### config.mk
export PLATFORM = sky130hd
export DESIGN_NAME = la_muxi_pipe
export DESIGN_NICKNAME = d
export VERILOG_FILES = /design/src/rtl/la_muxi_pipe.sv
export SDC_FILE = /design/constraint.sdc
export NUM_CORES = 1
export LEC_CHECK = 0
export ABC_AREA = 1
export BUFFER_PORTS_ARGS = -buffer_cell sky130_fd_sc_hd__buf_2
export CAP_MARGIN = 25
export CELL_PAD_IN_SITES_DETAIL_PLACEMENT = 1
export CELL_PAD_IN_SITES_GLOBAL_PLACEMENT = 2
export CORE_MARGIN = 3
export CORE_UTILIZATION = 24
export DETAILED_ROUTE_END_ITERATION = 16
export PLACE_DENSITY = 0.83
export SETUP_SLACK_MARGIN = 0.4
export SLEW_MARGIN = 20
export SYNTH_ARGS = -nofsm -noshare
export SYNTH_HDL_FRONTEND = slang
export SYNTH_SLANG_ARGS = --single-unit
### constraint.sdc
create_clock -name clk -period 1.8 [get_ports clk]
set_input_delay 0.27 -clock clk [delete_from_list [all_inputs] [get_ports clk]]
set_output_delay 0.27 -clock clk [all_outputs]
set_load 0.02 [all_outputs]
### src/rtl/la_muxi_pipe.sv
// Parametrised N-input binary-select mux with optional output inversion,
// delivered through a registered valid/ready stage backed by a one-entry skid register.
module la_muxi_pipe #(
    parameter int    N    = 3,
    parameter int    W    = 1,
    parameter int    SW   = 2,
    parameter int    INV  = 1,
    parameter string PROP = "DEFAULT"
) (
    input  logic             clk,
    input  logic             reset,
    input  logic [N*W-1:0]   in,
    input  logic [SW-1:0]    sel,
    input  logic             in_valid,
    output logic             in_ready,
    output logic [W-1:0]     out,
    output logic             out_sat,
    output logic             out_valid,
    input  logic             out_ready
);

    // Encoding is (out_valid, skid_valid) so both handshake outputs are plain register bits.
    typedef enum logic [1:0] {
        ST_EMPTY = 2'b00,
        ST_ONE   = 2'b10,
        ST_FULL  = 2'b11
    } state_t;

    localparam logic [SW:0]   N_EXT    = (SW + 1)'(N);
    localparam logic [SW-1:0] LAST_IDX = SW'(N - 1);
    localparam logic [W-1:0]  RST_DATA = (INV != 0) ? {W{1'b1}} : {W{1'b0}};

    generate
        if (N < 2 || (2 ** SW) < N) begin : g_bad_params
            $error("la_muxi_pipe: need N >= 2 and 2**SW >= N (N=%0d SW=%0d)", N, SW);
        end
        if (PROP != "DEFAULT") begin : g_prop_custom
            // PROP only carries implementation hints; it changes nothing here.
        end
    endgenerate

    logic [W-1:0]  in_arr_s [N];
    logic [SW-1:0] idx_s;
    logic          sel_sat_s;
    logic [W-1:0]  sel_data_s;
    logic [W-1:0]  pay_data_s;

    state_t        state_r;
    state_t        state_nxt_s;
    logic          accept_s;
    logic          xfer_s;
    logic          load_main_in_s;
    logic          load_main_skid_s;
    logic          load_skid_s;

    logic [W-1:0]  main_data_r;
    logic          main_sat_r;
    logic [W-1:0]  skid_data_r;
    logic          skid_sat_r;

    genvar k;
    for (k = 0; k < N; k++) begin : g_unpack
        assign in_arr_s[k] = in[k*W +: W];
    end

    // Payload formation: saturating select plus optional inversion.
    always_comb begin
        sel_sat_s  = ({1'b0, sel} >= N_EXT);
        idx_s      = sel;
        if (sel_sat_s) begin
            idx_s = LAST_IDX;
        end else begin
            idx_s = sel;
        end
        sel_data_s = in_arr_s[idx_s];
        if (INV != 0) begin
            pay_data_s = ~sel_data_s;
        end else begin
            pay_data_s = sel_data_s;
        end
    end

    assign out_valid = state_r[1];
    assign in_ready  = ~state_r[0];
    assign accept_s  = in_valid & in_ready;
    assign xfer_s    = out_valid & out_ready;

    // Next-state and register-load decisions for the main/skid pair.
    always_comb begin
        state_nxt_s      = state_r;
        load_main_in_s   = 1'b0;
        load_main_skid_s = 1'b0;
        load_skid_s      = 1'b0;
        case (state_r)
            ST_EMPTY: begin
                if (accept_s) begin
                    state_nxt_s    = ST_ONE;
                    load_main_in_s = 1'b1;
                end else begin
                    state_nxt_s = ST_EMPTY;
                end
            end
            ST_ONE: begin
                if (accept_s && xfer_s) begin
                    state_nxt_s    = ST_ONE;
                    load_main_in_s = 1'b1;
                end else if (accept_s) begin
                    state_nxt_s = ST_FULL;
                    load_skid_s = 1'b1;
                end else if (xfer_s) begin
                    state_nxt_s = ST_EMPTY;
                end else begin
                    state_nxt_s = ST_ONE;
                end
            end
            ST_FULL: begin
                if (xfer_s) begin
                    state_nxt_s      = ST_ONE;
                    load_main_skid_s = 1'b1;
                end else begin
                    state_nxt_s = ST_FULL;
                end
            end
            default: begin
                state_nxt_s = ST_EMPTY;
            end
        endcase
    end

    // State register.
    always_ff @(posedge clk or posedge reset) begin
        if (reset) begin
            state_r <= ST_EMPTY;
        end else begin
            state_r <= state_nxt_s;
        end
    end

    // Main output register: fresh payload, or the skid entry when draining from FULL.
    always_ff @(posedge clk or posedge reset) begin
        if (reset) begin
            main_data_r <= RST_DATA;
            main_sat_r  <= 1'b0;
        end else if (load_main_in_s) begin
            main_data_r <= pay_data_s;
            main_sat_r  <= sel_sat_s;
        end else if (load_main_skid_s) begin
            main_data_r <= skid_data_r;
            main_sat_r  <= skid_sat_r;
        end
    end

    // Skid register: catches the beat accepted while the output is stalled.
    always_ff @(posedge clk or posedge reset) begin
        if (reset) begin
            skid_data_r <= RST_DATA;
            skid_sat_r  <= 1'b0;
        end else if (load_skid_s) begin
            skid_data_r <= pay_data_s;
            skid_sat_r  <= sel_sat_s;
        end
    end

    assign out     = main_data_r;
    assign out_sat = main_sat_r;

endmodule
---- After elaboration in Yosys (flattened, before gate mapping) ----
Index checks and enable logic that the tools add are counted.
W data, S select, Z words.
word-level totals
  bits of input ports ..................... 9
  word-level logic and storage cells ...... 38
  register bits after elaboration ......... 6
  memories kept ........................... 0
  memory bits (writable) .................. 0
  ROM bits ................................ 0
  bits in latches ......................... 0
operators by class
  muxes and demuxes ....................... 21
  bitwise gates (word level) .............. 5
  shift operators ......................... 0
  div/mod/pow operators ................... 0
  $lt $le $gt $ge ......................... 2
  add/sub/neg operators ................... 0
  reduce and logical (&&, ||, !) cells .... 3
  multipliers ............................. 0
  eq/ne operators ......................... 2
operators with widths
  kind                  number
  $mux W1               13
  $mux W2               5
  $pmux W2 S3           1
  $eq A2 B2 Y1 const B  2
  $ge A3 B3 Y1 const B  1
  $not A2 Y3            1
  $and A1 B1 Y1         2
  $bmux W1 S2           1
  $ge A2 B2 Y1 const B  1
  $logic_not A2 Y1      1
  $not A1 Y1            2
  $pmux W1 S2           1
  $reduce_bool A2 Y1    1
  $logic_and A1 B1 Y1   1

---- Logic depth before layout (Yosys ltp) ----
  depth in word-level cells ............... 8
  gate-level depth with buffers ........... 7

---- Least setup slack after synthesis ----
No wires, ideal clock.
  path kind ............................... register -> register
  from .................................... register state_r[1]
  to ...................................... register main_sat_r (netlist: out_sat)
  clock period less this slack ............ 0.973 ns
  arrival ................................. 0.856 ns
  path buffers ............................ 0
  setup time .............................. 0.117 ns
  cell stages (with the launch flop) ...... 7
  path slack .............................. 0.827 ns
  cells stage by stage .................... dfrtp_1 -> inv_1 -> nor2_2 -> nor2_1 -> nand2_1 -> nand2_1 -> nand2_1
on the way
  word-level cells in the longest chain between the ends .. 5
ends and longest elaborated chain
  element                                               RTL line  RTL
  start, declared                                       48        state_t state_r;
  start signal, assigned                                135       state_r <= state_nxt_s;
  $and A1 B1 Y1                                         86        assign xfer_s = out_valid & out_ready;
  $logic_and A1 B1 Y1                                   104       if (accept_s && xfer_s) begin
  $mux W1                                               104
  $pmux W1 S2                                           94        case (state_r)
  $mux W1 / $reduce_bool A2 Y1 (equally long branches)  -
  end signal, assigned                                  146       main_sat_r <= sel_sat_s;
  end signal, assigned                                  149       main_sat_r <= skid_sat_r;
  end, declared                                         57        logic main_sat_r;
Several ways; a longest one is shown, not always the timed one.
A chain may end at the register's enable or synchronous reset.

---- Worst setup path after layout ----
  from .................................... register main_data_r (netlist: out)
  to ...................................... output out
RTL lines
  element                 RTL line  RTL
  start, declared         56        logic [W-1:0] main_data_r;
  start signal, assigned  145       main_data_r <= pay_data_s;
  start signal, assigned  148       main_data_r <= skid_data_r;
  end, declared           16        output logic [W-1:0] out,
No word-level cell between the ends.

==> flow_summary.json <==
{
  "status": "complete, no violations",
  "rsz0062_at_grt": "no",
  "routed_wl_um": 743,
  "vias_per_cell": 4.43,
  "setup_slack_ps": 613,
  "wl_met2_um": 349,
  "insertedDiodeCount": 0,
  "synth_edf_count": 0,
  "wirelength_met1_um": 318,
  "synthAdderAreaFrac_pct": 0,
  "overflow": 0,
  "hold_viol_final": 0,
  "ys_types": 14,
  "hold_ws_ps": 312,
  "r2r-start": "state_r[0]",
  "cts.clk_slew.worst_paths_ps": 40,
  "crit_type": "reg2out",
  "grt_usage_pct": 10.1,
  "hold_class": "in2reg",
  "min_from": "in_valid",
  "min_to": "state_r[1]",
  "place_area_um2": 410,
  "synth_common_cells": "nand2_1, inv_1, nand3_1, nor2_1, dfrtp_1",
  "clock_skew_ps": 2.99,
  "initial_core_util_pct": 27.7,
  "gp_congestion": 0.681,
  "ys_seq_area_share_pct": 45.9,
  "max_stage_delay_ps": 520,
  "area_growth_pct": 33.1,
  "relSlewSlack_pct": 84.1,
  "die_area_mm2": 0.00187,
  "synth_top_area_share_pct": 30.1,
  "cts_tree": "built",
  "htree_levels": 1,
  "drc": 0,
  "leakage_nw": 0.246,
  "rows": 12,
  "postSynthCellCount": 46,
  "crit_buf_inv": 1,
  "finalNonFillerCells": 76,
  "portBuffers": 12,
  "r2r.worst_path.cells": 6,
  "io_pins": 13,
  "synth_most_common_cell": "nand2_1",
  "fin_total_pwr_mw": 0.429,
  "drive_above_1_share_pct": 35.5,
  "setup_viol": 0,
  "synthFlopType": "dfrtp_1",
  "synthArstFlopShare_pct": 100,
  "first_pass_iters": 2,
  "die_h_um": 43.2,
  "syn_nets": 55,
  "clock.fmax_ghz": 0.842,
  "cts_inserted_buffers": 3,
  "antenna_found_initial": 0,
  "die_w_um": 43.2,
  "route.met3.wl_um": 58,
  "hold_path_depth": 3,
  "synthMuxAreaShare_pct": 0,
  "clock_latency_ps": 250,
  "r2r-end": "out_sat",
  "synth_top_family_by_area": "simple AND/OR/NAND/NOR gates",
  "place_ws_ps": 828,
  "end_kind": "output port",
  "synth_top_cell_by_area": "dfrtp_1",
  "worstPathRequired_ps": 1530,
  "fin_crit_ps": 1190,
  "yosys_register_bits": 6,
  "cap_violations": 0,
  "highest_layer": "met4",
  "first_iter_violations": 1,
  "finalSetupTns_ps": 0,
  "synthXorXnorAreaFrac_pct": 0,
  "start_kind": "register",
  "worst-path-max-fanout": 2,
  "critical_path.slowest_cell": "dfstp_2",
  "core_mm2": 0.00120,
  "synth_compound_area_share_pct": 8.27,
  "cp_data_arrival_time_ps": 920,
  "rrSetupSlack_ps": 830,
  "worst_pin_slew_ps": 238,
  "synth.avg_cell_area_um2": 7.24,
  "grt_pass1_vias": 331,
  "ys_warn_count": 0,
  "power_density_mw_per_mm2": 967,
  "cts_resized": 0,
  "vias": 337,
  "drv_slew": 0,
  "yosys.area_share.simple_pct": 35.7,
  "nets": 73,
  "wl_per_cell_um": 9.78,
  "synth.area.top_cells": "dfrtp_1, dfstp_2, nand2_1, inv_1, nand3_1",
  "fin_util_pct": 36.9,
  "crit_family": "flip-flops",
  "clockBufferDepth": 2,
  "cts_root_buf": "clkbuf_4",
  "finalCritPeriodShare_pct": 66.0,
  "path_cells": "buf_2",
  "dp.cells": 72,
  "ir_drop_v": 0.000365,
  "grt_pass1_wl_um": 1330,
  "finalInstanceArea_um2": 443,
  "clock_sinks": 6,
  "antenna_left": 0,
  "grt_max_degree": 7,
  "syn_area_um2": 333
}
## where the power goes
part / switching [mW] / internal (mW) / total, mW
Sequential: 0.0147 / 0.171 / 0.186
Clock: 0.0488 / 0.0754 / 0.124
Combinational: 0.0737 / 0.0449 / 0.119
## layer usage
metal  global-route usage (%)  vias to the layer above
met5                        0                        -
met4                     5.42                        0
met3                     7.63                        5
met2                     14.7                        7
met1                     10.3                      150
li1                         -                      175
## cell families (layout without fill, tap and decap cells)
| family | count (synthesis) | in the layout |
|---|---|---|
| flip-flops | 6 | 6 |
| AND/OR/NAND/NOR | 26 | 26 |
| AO/OA/AOI/OAI | 5 | 5 |
| buffers and inverters | 9 | 25 |
## how the worst max path moves through the flow
stage / startpoint / endpoint / slack (ps) / depth (start not counted)
after floorplan: state_r[1] / out_sat / 830 / 6
final: out / out / 610 / 1
after CTS: out / out / 600 / 1
after global routing: out / out / 570 / 1
after detailed placement: state_r[0] / out_sat / 830 / 6
after global placement: state_r[1] / out_sat / 860 / 6
## area by class of cell
type	count	area [um^2]
tap	14	17.5
multi-input combinational	31	146
timing repair buffer	13	70.1
clock buffer	3	22.5
sequential	6	153
fill	174	758
inverter	9	33.8
## cell usage in the layout, fill, tap and decap left out
master / synthesis / layout
nand3_1: 5 / 5
inv_2: 2 / 2
dfstp_2: 2 / 2
dlygate4sd3_1: 0 / 1
o21ai_1: 3 / 3
nor2_2: 1 / 1
buf_2: 0 / 12
nand2_2: 1 / 1
or2_1: 1 / 1
dfrtp_1: 4 / 4
clkbuf_4: 0 / 3
nand2_1: 12 / 12
nor2_1: 5 / 5
a21oi_1: 1 / 1
o211ai_1: 1 / 1
inv_1: 7 / 7
nand2_4: 1 / 1
## registers in the layout (all words and copies together) (netlist names)
signal / flops
out_sat: 1
skid_data_r: 1
skid_sat_r: 1
out: 1
state_r: 2
## timing repair
item                                   4_1_cts  5_1_grt
setup endpoints to repair                    0        0
endpoints found under the hold margin        4        0
setup buffers                                0        0
hold buffers                                 1        0
(Power assumes the default switching activity.)
